## src/rtl/fifo_buffer.sv

```systemverilog
// fifo_buffer: single-clock first-word-fall-through FIFO that never stalls
// its writer. Pushes that arrive while full are dropped and flagged in a
// sticky overflow bit. Pops that arrive while empty are ignored and flagged
// in a sticky underflow bit. Occupancy comes from a registered level counter,
// so full and empty never depend on pointer comparison.
module fifo_buffer #(
  parameter int WIDTH       = 8,
  parameter int ADDR_BITS   = 4,
  parameter int AFULL_LEVEL = 12
) (
  input  logic                 clk,
  input  logic                 rst,
  input  logic [WIDTH-1:0]     wrdata,
  input  logic                 push,
  output logic [WIDTH-1:0]     rddata,
  input  logic                 pop,
  output logic                 empty,
  output logic                 full,
  output logic                 almost_full,
  output logic [ADDR_BITS:0]   level,
  output logic                 overflow,
  output logic                 underflow
);

  localparam int DEPTH = 1 << ADDR_BITS;
  localparam logic [ADDR_BITS:0] LEVEL_MAX    = (ADDR_BITS + 1)'(DEPTH);
  localparam logic [ADDR_BITS:0] AFULL_THRESH = (ADDR_BITS + 1)'(AFULL_LEVEL);

  logic [WIDTH-1:0]     mem [DEPTH];
  logic [ADDR_BITS-1:0] wr_ptr;
  logic [ADDR_BITS-1:0] rd_ptr;
  logic                 do_push;
  logic                 do_pop;
  logic                 drop_push;
  logic                 bad_pop;

  // Status flags are pure decodes of the registered level. A full FIFO still
  // takes a push when a pop frees the head slot in the same cycle. An empty
  // FIFO never forwards a same-cycle push to the pop (no bypass).
  always_comb begin
    empty       = (level == '0);
    full        = (level == LEVEL_MAX);
    almost_full = (level >= AFULL_THRESH);
    do_pop      = pop && !empty;
    do_push     = push && (!full || pop);
    drop_push   = push && full && !pop;
    bad_pop     = pop && empty;
  end

  assign rddata = mem[rd_ptr];

  // Pointers, occupancy and sticky error flags. Reset wins over any request.
  always_ff @(posedge clk) begin
    if (rst) begin
      wr_ptr    <= '0;
      rd_ptr    <= '0;
      level     <= '0;
      overflow  <= 1'b0;
      underflow <= 1'b0;
    end else begin
      if (do_push) wr_ptr <= wr_ptr + 1'b1;
      if (do_pop)  rd_ptr <= rd_ptr + 1'b1;
      case ({do_push, do_pop})
        2'b10:   level <= level + 1'b1;
        2'b01:   level <= level - 1'b1;
        default: level <= level;
      endcase
      if (drop_push) overflow  <= 1'b1;
      if (bad_pop)   underflow <= 1'b1;
    end
  end

  // Storage array is not reset. Writes are suppressed during reset so a push
  // coinciding with rst leaves no trace.
  always_ff @(posedge clk) begin
    if (!rst && do_push) mem[wr_ptr] <= wrdata;
  end

endmodule

```

## config.mk

```make
export PLATFORM = sky130hd
export DESIGN_NAME = fifo_buffer
export DESIGN_NICKNAME = d
export VERILOG_FILES = /design/src/rtl/fifo_buffer.sv
export SDC_FILE = /design/constraint.sdc
export NUM_CORES = 1
export LEC_CHECK = 0
export ABC_AREA = 1
export CAP_MARGIN = 25
export CORE_ASPECT_RATIO = 1.25
export CORE_UTILIZATION = 64
export CTS_CLUSTER_SIZE = 16
export DETAILED_ROUTE_END_ITERATION = 6
export PLACE_DENSITY = 0.85
export SYNTH_ARGS = -nofsm -noshare
export SYNTH_HDL_FRONTEND = slang
export SYNTH_SLANG_ARGS = --single-unit
```

## constraint.sdc

```tcl
create_clock -name clk -period 4.6 [get_ports clk]
set_input_delay 0.92 -clock clk [delete_from_list [all_inputs] [get_ports clk]]
set_output_delay 0.92 -clock clk [all_outputs]
set_load 0.02 [all_outputs]
```

==> results of run 1 <==
-- worst paths after layout --
path / start / to / cells past startpoint
worst min register to register: underflow / underflow / 2
worst max-delay path: flip-flop / rddata[2] / 7
worst max register to register: level[0] / level[4] / 16
worst min-delay path: underflow / underflow / 2
-- layout by cell type (no fill, tap or decap) --
master / instances
nand4_1: 1
a21oi_1: 44
bufinv_16: 4
o21ai_0: 38
dfxtp_1: 17
buf_12: 1
clkbuf_16: 17
nand2_2: 1
inv_1: 87
dfxtp_2: 1
o211ai_2: 10
clkinv_4: 3
edfxtp_1: 128
clkinvlp_4: 3
buf_4: 2
clkdlybuf4s50_1: 29
clkinv_1: 3
inv_2: 1
nand2_1: 67
ha_1: 9
o211ai_1: 22
o21ai_1: 2
a31oi_1: 1
nor2_1: 30
xor2_1: 5
dfxtp_4: 1
clkinv_2: 2
nand3_1: 61
o21bai_1: 1
xnor2_1: 1
-- power groups by stage --
stage	Combinational, uW	Clock [uW]	Sequential (uW)
floorplan	722	0	1590
global placement	931	0	1640
detailed placement	966	0	1650
CTS	988	1440	1620
global route	1080	1500	1640
finish	1000	1430	1620
-- layer usage --
layer	wire, um	global-route usage, %
met1	5100	32.7
met2	7270	50.3
met3	1020	7.26
met4	294	11.6
met5	0	0
-- flip-flops by register name (all words and copies together) (netlist names), named ones only --
register,flops
wr_ptr,4
rd_ptr,4
underflow,1
level,5
mem,128
overflow,1
-- tightest hold or removal path, cell delays in order (launching register included) --
cell and delay, ns:
dfxtp_1 0.32, a21oi_1 0.04, nor2_1 0.07
-- final cells by class --
cell class                      count  area [sq um]  share of cell area (%)
Sequential cell                   147          4230                    58.5
Multi-Input combinational cell    293          1570                    21.7
Clock buffer                       17           425                    5.88
Inverter                           88           330                    4.57
Timing Repair Buffer               32           325                    4.50
Clock inverter                     15           190                    2.63
Tap cell                          126           158                    2.18
-- cells by family (layout without fill, tap and decap cells) --
logic type	after synthesis	after routing	share of synthesized area [%]
xor gates and xnor gates	6	6	0.836
buffers and inverters	115	152	7.75
DFF	147	147	67.2
adders and majority gates	9	9	1.79
and+or+nand+nor	160	160	10.9
AOI/OAI and AO/OA	118	118	11.5
-- through the flow --
| step | cell area [sq um] | hold WS [ns] | utilization, % | cells | total power, uW |
|---|---|---|---|---|---|
| 2_1_floorplan | 6280 | 0.447 | - | 555 | 2310 |
| 3_3_place_gp | 6610 | 0.473 | 69.2 | 686 | 2570 |
| 3_5_place_dp | 6610 | 0.463 | 69.2 | 686 | 2610 |
| 6_report | 7230 | 0.478 | 75.6 | 718 | 4060 |
| 5_1_grt | 7230 | 0.532 | 75.6 | 718 | 4210 |
| 4_1_cts | 7230 | 0.482 | 75.6 | 718 | 4050 |
==> impl_metrics.sql, run 1 <==
INSERT INTO impl_metrics (metric_group, metric, value, unit) VALUES
('sta', 'finalCritPeriodShare', '80.4', '%'),
('clocking', 'root_buffer', 'clkbuf_16', ''),
('floorplanning', 'design.core.area', '9560', 'sq um'),
('synthesis', 'synth_cells', '555', ''),
('clocking', 'tritoncts.num_buffers', '17', ''),
('setup_path', 'cp-start-kind', 'flip-flop', ''),
('clocking', 'tritoncts_clock_tree', 'yes', ''),
('pwr', 'sw_frac_of_total', '31.1', '%'),
('grt', 'largest_net_degree_at_the_start_of_global_routing', '86', ''),
('pwr', 'p_switching', '1260', 'uW'),
('setup_path', 'worstSetupEndpointType', 'output pin', ''),
('synthesis', 'synth-async-reset-ratio', '0', '%'),
('synthesis', 'ys_top_cells_by_area', 'edfxtp_1, dfxtp_1, inv_1, nand3_1, nand2_1', ''),
('pwr', 'clock_power_share', '35.4', '%'),
('cells_and_area', 'post_route_cells_drive_above_1_share', '7.77', '%'),
('clocking', 'ctsLongestPathBuffers', '2', ''),
('pwr', 'power_per_cell_area', '561', 'nW/um^2'),
('synthesis', 'syn_avg_cell_area', '11.3', 'sq um'),
('sta', 'period_needed', '3.70', 'ns'),
('cells_and_area', 'flow.area_growth_from_synthesis', '15.1', '%'),
('route', 'drcViolationCount', '0', ''),
('synthesis', 'synth_area_leader_cell', 'edfxtp_1', ''),
('pwr', 'power_report.internal_total', '2790', 'uW'),
('sta', 'fin_worst_skew', '0.00539', 'ns'),
('clocking', 'postCtsSetupRepairBufs', '0', ''),
('grt', 'grt_antenna_before_repair', '0', ''),
('synthesis', 'post-synth-top-count-cell', 'edfxtp_1', ''),
('route', 'post_drt_wl_per_cell', '19.1', 'um'),
('synthesis', 'syn_nets', '576', ''),
('synthesis', 'netlist.area_leader.share', '61.2', '%'),
('status', 'status', 'completed', ''),
('sta', 'postLayoutSetupSlackWorst', '0.904', 'ns'),
('pwr', 'static-leakage-power', '0.00267', 'uW'),
('floorplanning', 'rows', '40', ''),
('floorplanning', 'design.portCount', '30', ''),
('placement', 'numPortBuffers', '29', ''),
('sta', 'fin_tns_setup', '0', 'ns'),
('flow_run', 'drv.max_cap_violation_count', '0', ''),
('pwr', 'share_seq_of_total_power', '40.0', '%'),
('clocking', 'ctsHtreeMaxLevel', '4', ''),
('placement', 'routabilityCongestion', '0.826', ''),
('route', 'vias', '4257', ''),
('placement', 'dp_worst_setup_slack', '1.41', 'ns'),
('sta', 'worst_slew_pin_slew', '0.974', 'ns'),
('hold_path', 'hp-class', 'reg -> reg', ''),
('cells_and_area', 'nets', '600', ''),
('sta', 'rsz_0062_raised_after_global_routing', 'no', ''),
('synthesis', 'postSynthRegisterBits', '147', ''),
('grt', 'wire_length_of_the_first_global_routing_pass', '21.2', 'mm'),
('sta', 'setup-violations-final', '0', ''),
('clocking', 'clock-sinks', '147', ''),
('sta', 'max_slew_margin', '34.9', '%'),
('pwr', 'gate_power_share', '24.7', '%'),
('route', 'first_pass_iters', '6', ''),
('grt', 'grt_use_total', '28.3', '%'),
('route', 'drt_first_iter_violations', '541', ''),
('floorplanning', 'die_area', '10200', 'sq um'),
('clocking', 'post_cts_resized', '0', ''),
('floorplanning', 'floorplan.die.height', '113', 'um'),
('setup_path', 'cp.required', '3.68', 'ns'),
('route', 'route.detailed.vias_per_inst', '5.93', ''),
('setup_path', 'setup.reg_to_reg.worst_slack', '2.32', 'ns'),
('sta', 'hold_violation_count_in_the_final_report', '0', ''),
('synthesis', 'synthesis.area', '6280', 'sq um'),
('setup_path', 'cells_traversed_along_the_worst_timing_path', 'buf_12, a21oi_1, o21ai_0, nand3_1, nand3_1, nand2_1, clkdlybuf4s50_1', ''),
('floorplanning', 'dieWidth', '90.6', 'um'),
('sta', 'max_freq', '0.271', 'GHz'),
('synthesis', 'post_synth_num_cell_types', '24', ''),
('cells_and_area', 'fillerInstances', '563', ''),
('cells_and_area', 'diodes', '0', ''),
('placement', 'hpwlAfterDp', '8.38', 'mm');
No activity file was read; power rests on OpenSTA's default activity.
==> inputs of run 2 (changes only) <==
--- a/config.mk
+++ b/config.mk
@@ -8,10 +8,10 @@
 export ABC_AREA = 1
 export CAP_MARGIN = 25
 export CORE_ASPECT_RATIO = 1.25
-export CORE_UTILIZATION = 64
+export CORE_UTILIZATION = 60
 export CTS_CLUSTER_SIZE = 16
 export DETAILED_ROUTE_END_ITERATION = 6
-export PLACE_DENSITY = 0.85
+export PLACE_DENSITY = 0.8
 export SYNTH_ARGS = -nofsm -noshare
 export SYNTH_HDL_FRONTEND = slang
 export SYNTH_SLANG_ARGS = --single-unit
==> constraint.sdc (replaced) <==
create_clock -name clk -period 3.7 [get_ports clk]
set_input_delay 0.74 -clock clk [delete_from_list [all_inputs] [get_ports clk]]
set_output_delay 0.74 -clock clk [all_outputs]
set_load 0.02 [all_outputs]
==> run 2 against run 1 <==
Setup slack got worse by 0.44 ns. Clock skew increased by 0.0023 ns. Sequential cell count unchanged. Routed wire length decreased by 6.9%. First-iteration DRC count decreased by 38%. Non-clock buffer count increased by 11. Via count decreased by 1.5%. Sequential power increased by 22%. Register-to-register slack got worse by 0.85 ns. Global-route usage decreased by 3.4 points. Critical endpoint is now rddata[1]. Highest routed layer unchanged.
==> impl_metrics.sql, run 2 (synthesis results as in run 1) <==
INSERT INTO impl_metrics (metric_group, metric, value, unit) VALUES
('grt', 'grt_use_total', '24.9', '%'),
('pwr', 'power_per_cell_area', '674', 'nW/um^2'),
('floorplanning', 'design.portCount', '30', ''),
('setup_path', 'critPathKind', 'reg -> out', ''),
('grt', 'gr-total-overflow', '0', ''),
('floorplanning', 'floorplan.die.height', '116', 'um'),
('sta', 'worst_slew_pin_slew', '0.854', 'ns'),
('floorplanning', 'initial_utilization', '61.9', '%'),
('clocking', 'postCtsSetupRepairBufs', '0', ''),
('cells_and_area', 'fillerInstances', '686', ''),
('sta', 'fin_worst_skew', '0.00773', 'ns'),
('clocking', 'ctsHtreeMaxLevel', '4', ''),
('sta', 'setup-violations-final', '0', ''),
('pwr', 'power_report.internal_total', '3420', 'uW'),
('sta', 'slew_violations', '0', ''),
('setup_path', 'cp.required', '2.96', 'ns'),
('cells_and_area', 'largest_register_ffs', '128', ''),
('grt', 'wire_length_of_the_first_global_routing_pass', '19.7', 'mm'),
('clocking', 'tritoncts_clock_tree', 'yes', ''),
('cells_and_area', 'flow.area_growth_from_synthesis', '16.3', '%'),
('clocking', 'insertion_delay_to_the_later_sink_of_the_worst_skew_pair', '0.42', 'ns'),
('floorplanning', 'design.core.area', '10200', 'sq um'),
('clocking', 'root_buffer', 'clkbuf_16', ''),
('floorplanning', 'dieWidth', '93.5', 'um'),
('pwr', 'ir_drop', '0.397', 'mV'),
('pwr', 'clock_power_share', '34.3', '%'),
('clocking', 'postCtsHoldBufs', '0', ''),
('flow_run', 'drv.max_cap_violation_count', '0', ''),
('cells_and_area', 'post_route_cells_drive_above_1_share', '9.45', '%'),
('grt', 'grt_antenna_before_repair', '0', ''),
('cells_and_area', 'mostFrequentLayoutCell', 'edfxtp_1', ''),
('route', 'vias', '4193', ''),
('cells_and_area', 'nets', '611', ''),
('clocking', 'tritoncts.num_buffers', '17', ''),
('sta', 'whs', '0.482', 'ns'),
('sta', 'finalCritPeriodShare', '87.5', '%'),
('grt', 'grt_pass1_vias', '4047', ''),
('clocking', 'path_clk_slew', '0.06', 'ns'),
('sta', 'hold_violation_count_in_the_final_report', '0', ''),
('cells_and_area', 'diodes', '0', ''),
('status', 'status', 'completed', ''),
('pwr', 'gate_power_share', '25.7', '%'),
('cells_and_area', 'regs_by_ff_count', 'mem (128), level (5)', ''),
('setup_path', 'timing.critical_path.arrival', '2.50', 'ns'),
('cells_and_area', 'mostFrequentLayoutCells', 'edfxtp_1, inv_1, nand2_1', ''),
('route', 'detail_route.wirelength', '12.7', 'mm'),
('route', 'drt_first_iter_violations', '333', ''),
('route', 'post_drt_wl_per_cell', '17.4', 'um'),
('clocking', 'clock-sinks', '147', ''),
('setup_path', 'worstPathMaxFanout', '39', ''),
('sta', 'period_needed', '3.24', 'ns'),
('route', 'route.detailed.vias_per_inst', '5.73', ''),
('cells_and_area', 'largest-register', 'mem', ''),
('sta', 'max_freq', '0.309', 'GHz'),
('grt', 'largest_net_degree_at_the_start_of_global_routing', '84', ''),
('hold_path', 'hp-class', 'reg -> reg', ''),
('floorplanning', 'die_area', '10900', 'sq um'),
('pwr', 'share_seq_of_total_power', '40.0', '%'),
('pwr', 'sw_frac_of_total', '30.4', '%'),
('cells_and_area', 'seqCellArea', '4230', 'sq um'),
('cells_and_area', 'multi_input_area', '1570', 'sq um'),
('pwr', 'static-leakage-power', '0.00272', 'uW'),
('floorplanning', 'rows', '41', ''),
('sta', 'rsz_0062_raised_after_global_routing', 'no', ''),
('sta', 'fin_tns_setup', '0', 'ns'),
('clocking', 'ctsLongestPathBuffers', '2', ''),
('route', 'drcViolationCount', '0', ''),
('pwr', 'p_switching', '1500', 'uW'),
('placement', 'routabilityCongestion', '0.906', ''),
('setup_path', 'worstSetupEndpointType', 'output pin', ''),
('sta', 'max_slew_margin', '42.9', '%'),
('route', 'ant_nets_after_route', '0', ''),
('route', 'first_pass_iters', '5', ''),
('clocking', 'post_cts_resized', '0', ''),
('setup_path', 'setup.reg_to_reg.worst_slack', '1.47', 'ns'),
('placement', 'numPortBuffers', '29', ''),
('setup_path', 'cp-start-kind', 'flip-flop', ''),
('placement', 'hpwlAfterDp', '7.78', 'mm');
-- run 2: final timing paths --
kind | start | end | cells after the start
worst max-delay path | flip-flop | rddata[1] | 6
worst min register to register | overflow | overflow | 2
worst max register to register | level[0] | level[4] | 16
worst min-delay path | overflow | overflow | 2
-- run 2: power by group through the flow --
stage	clock, uW	combinational (uW)	sequential [uW]
after floorplan	0	897	1970
after CTS	1700	1260	1970
after global routing	1760	1390	1980
final	1690	1260	1970
after detailed placement	0	1240	2000
after global placement	0	1210	2000
-- run 2: final cells by class --
cell class | instances | area share [%]
clock inverter | 15 | 2.28
sequential | 147 | 57.9
timing repair buffer | 43 | 5.76
tap | 129 | 2.21
inverter | 88 | 4.52
clock buffer | 17 | 5.82
multi-input combinational | 293 | 21.5
-- run 2: worst max-delay path: stages (launching register included) --
cell	delay [ns]
dfxtp_2	0.69
buf_12	0.30
o211ai_1	0.14
nand3_1	0.11
nand3_1	0.12
nand2_1	0.12
clkdlybuf4s50_1	0.60
-- run 2: metal layers --
layer  global-route usage (%)  vias to the layer above  wire, um
met4                     12.4                        0       384
met5                        0                        -         0
met2                     43.1                      181      6550
li1                         -                     1994         -
met1                     29.1                     1986      4910
met3                     6.05                       32       894
-- run 2: metrics by stage --
step / instances / area [sq um] / power [uW] / worst slack (ns) / util (%)
2_1_floorplan: 555 / 6280 / 2870 / 1.51 / -
3_3_place_gp: 700 / 6710 / 3210 / 0.894 / 66.1
3_5_place_dp: 700 / 6710 / 3240 / 0.825 / 66.1
4_1_cts: 732 / 7300 / 4930 / 0.465 / 71.9
5_1_grt: 732 / 7300 / 5130 / 0.368 / 71.9
6_report: 732 / 7300 / 4920 / 0.464 / 71.9
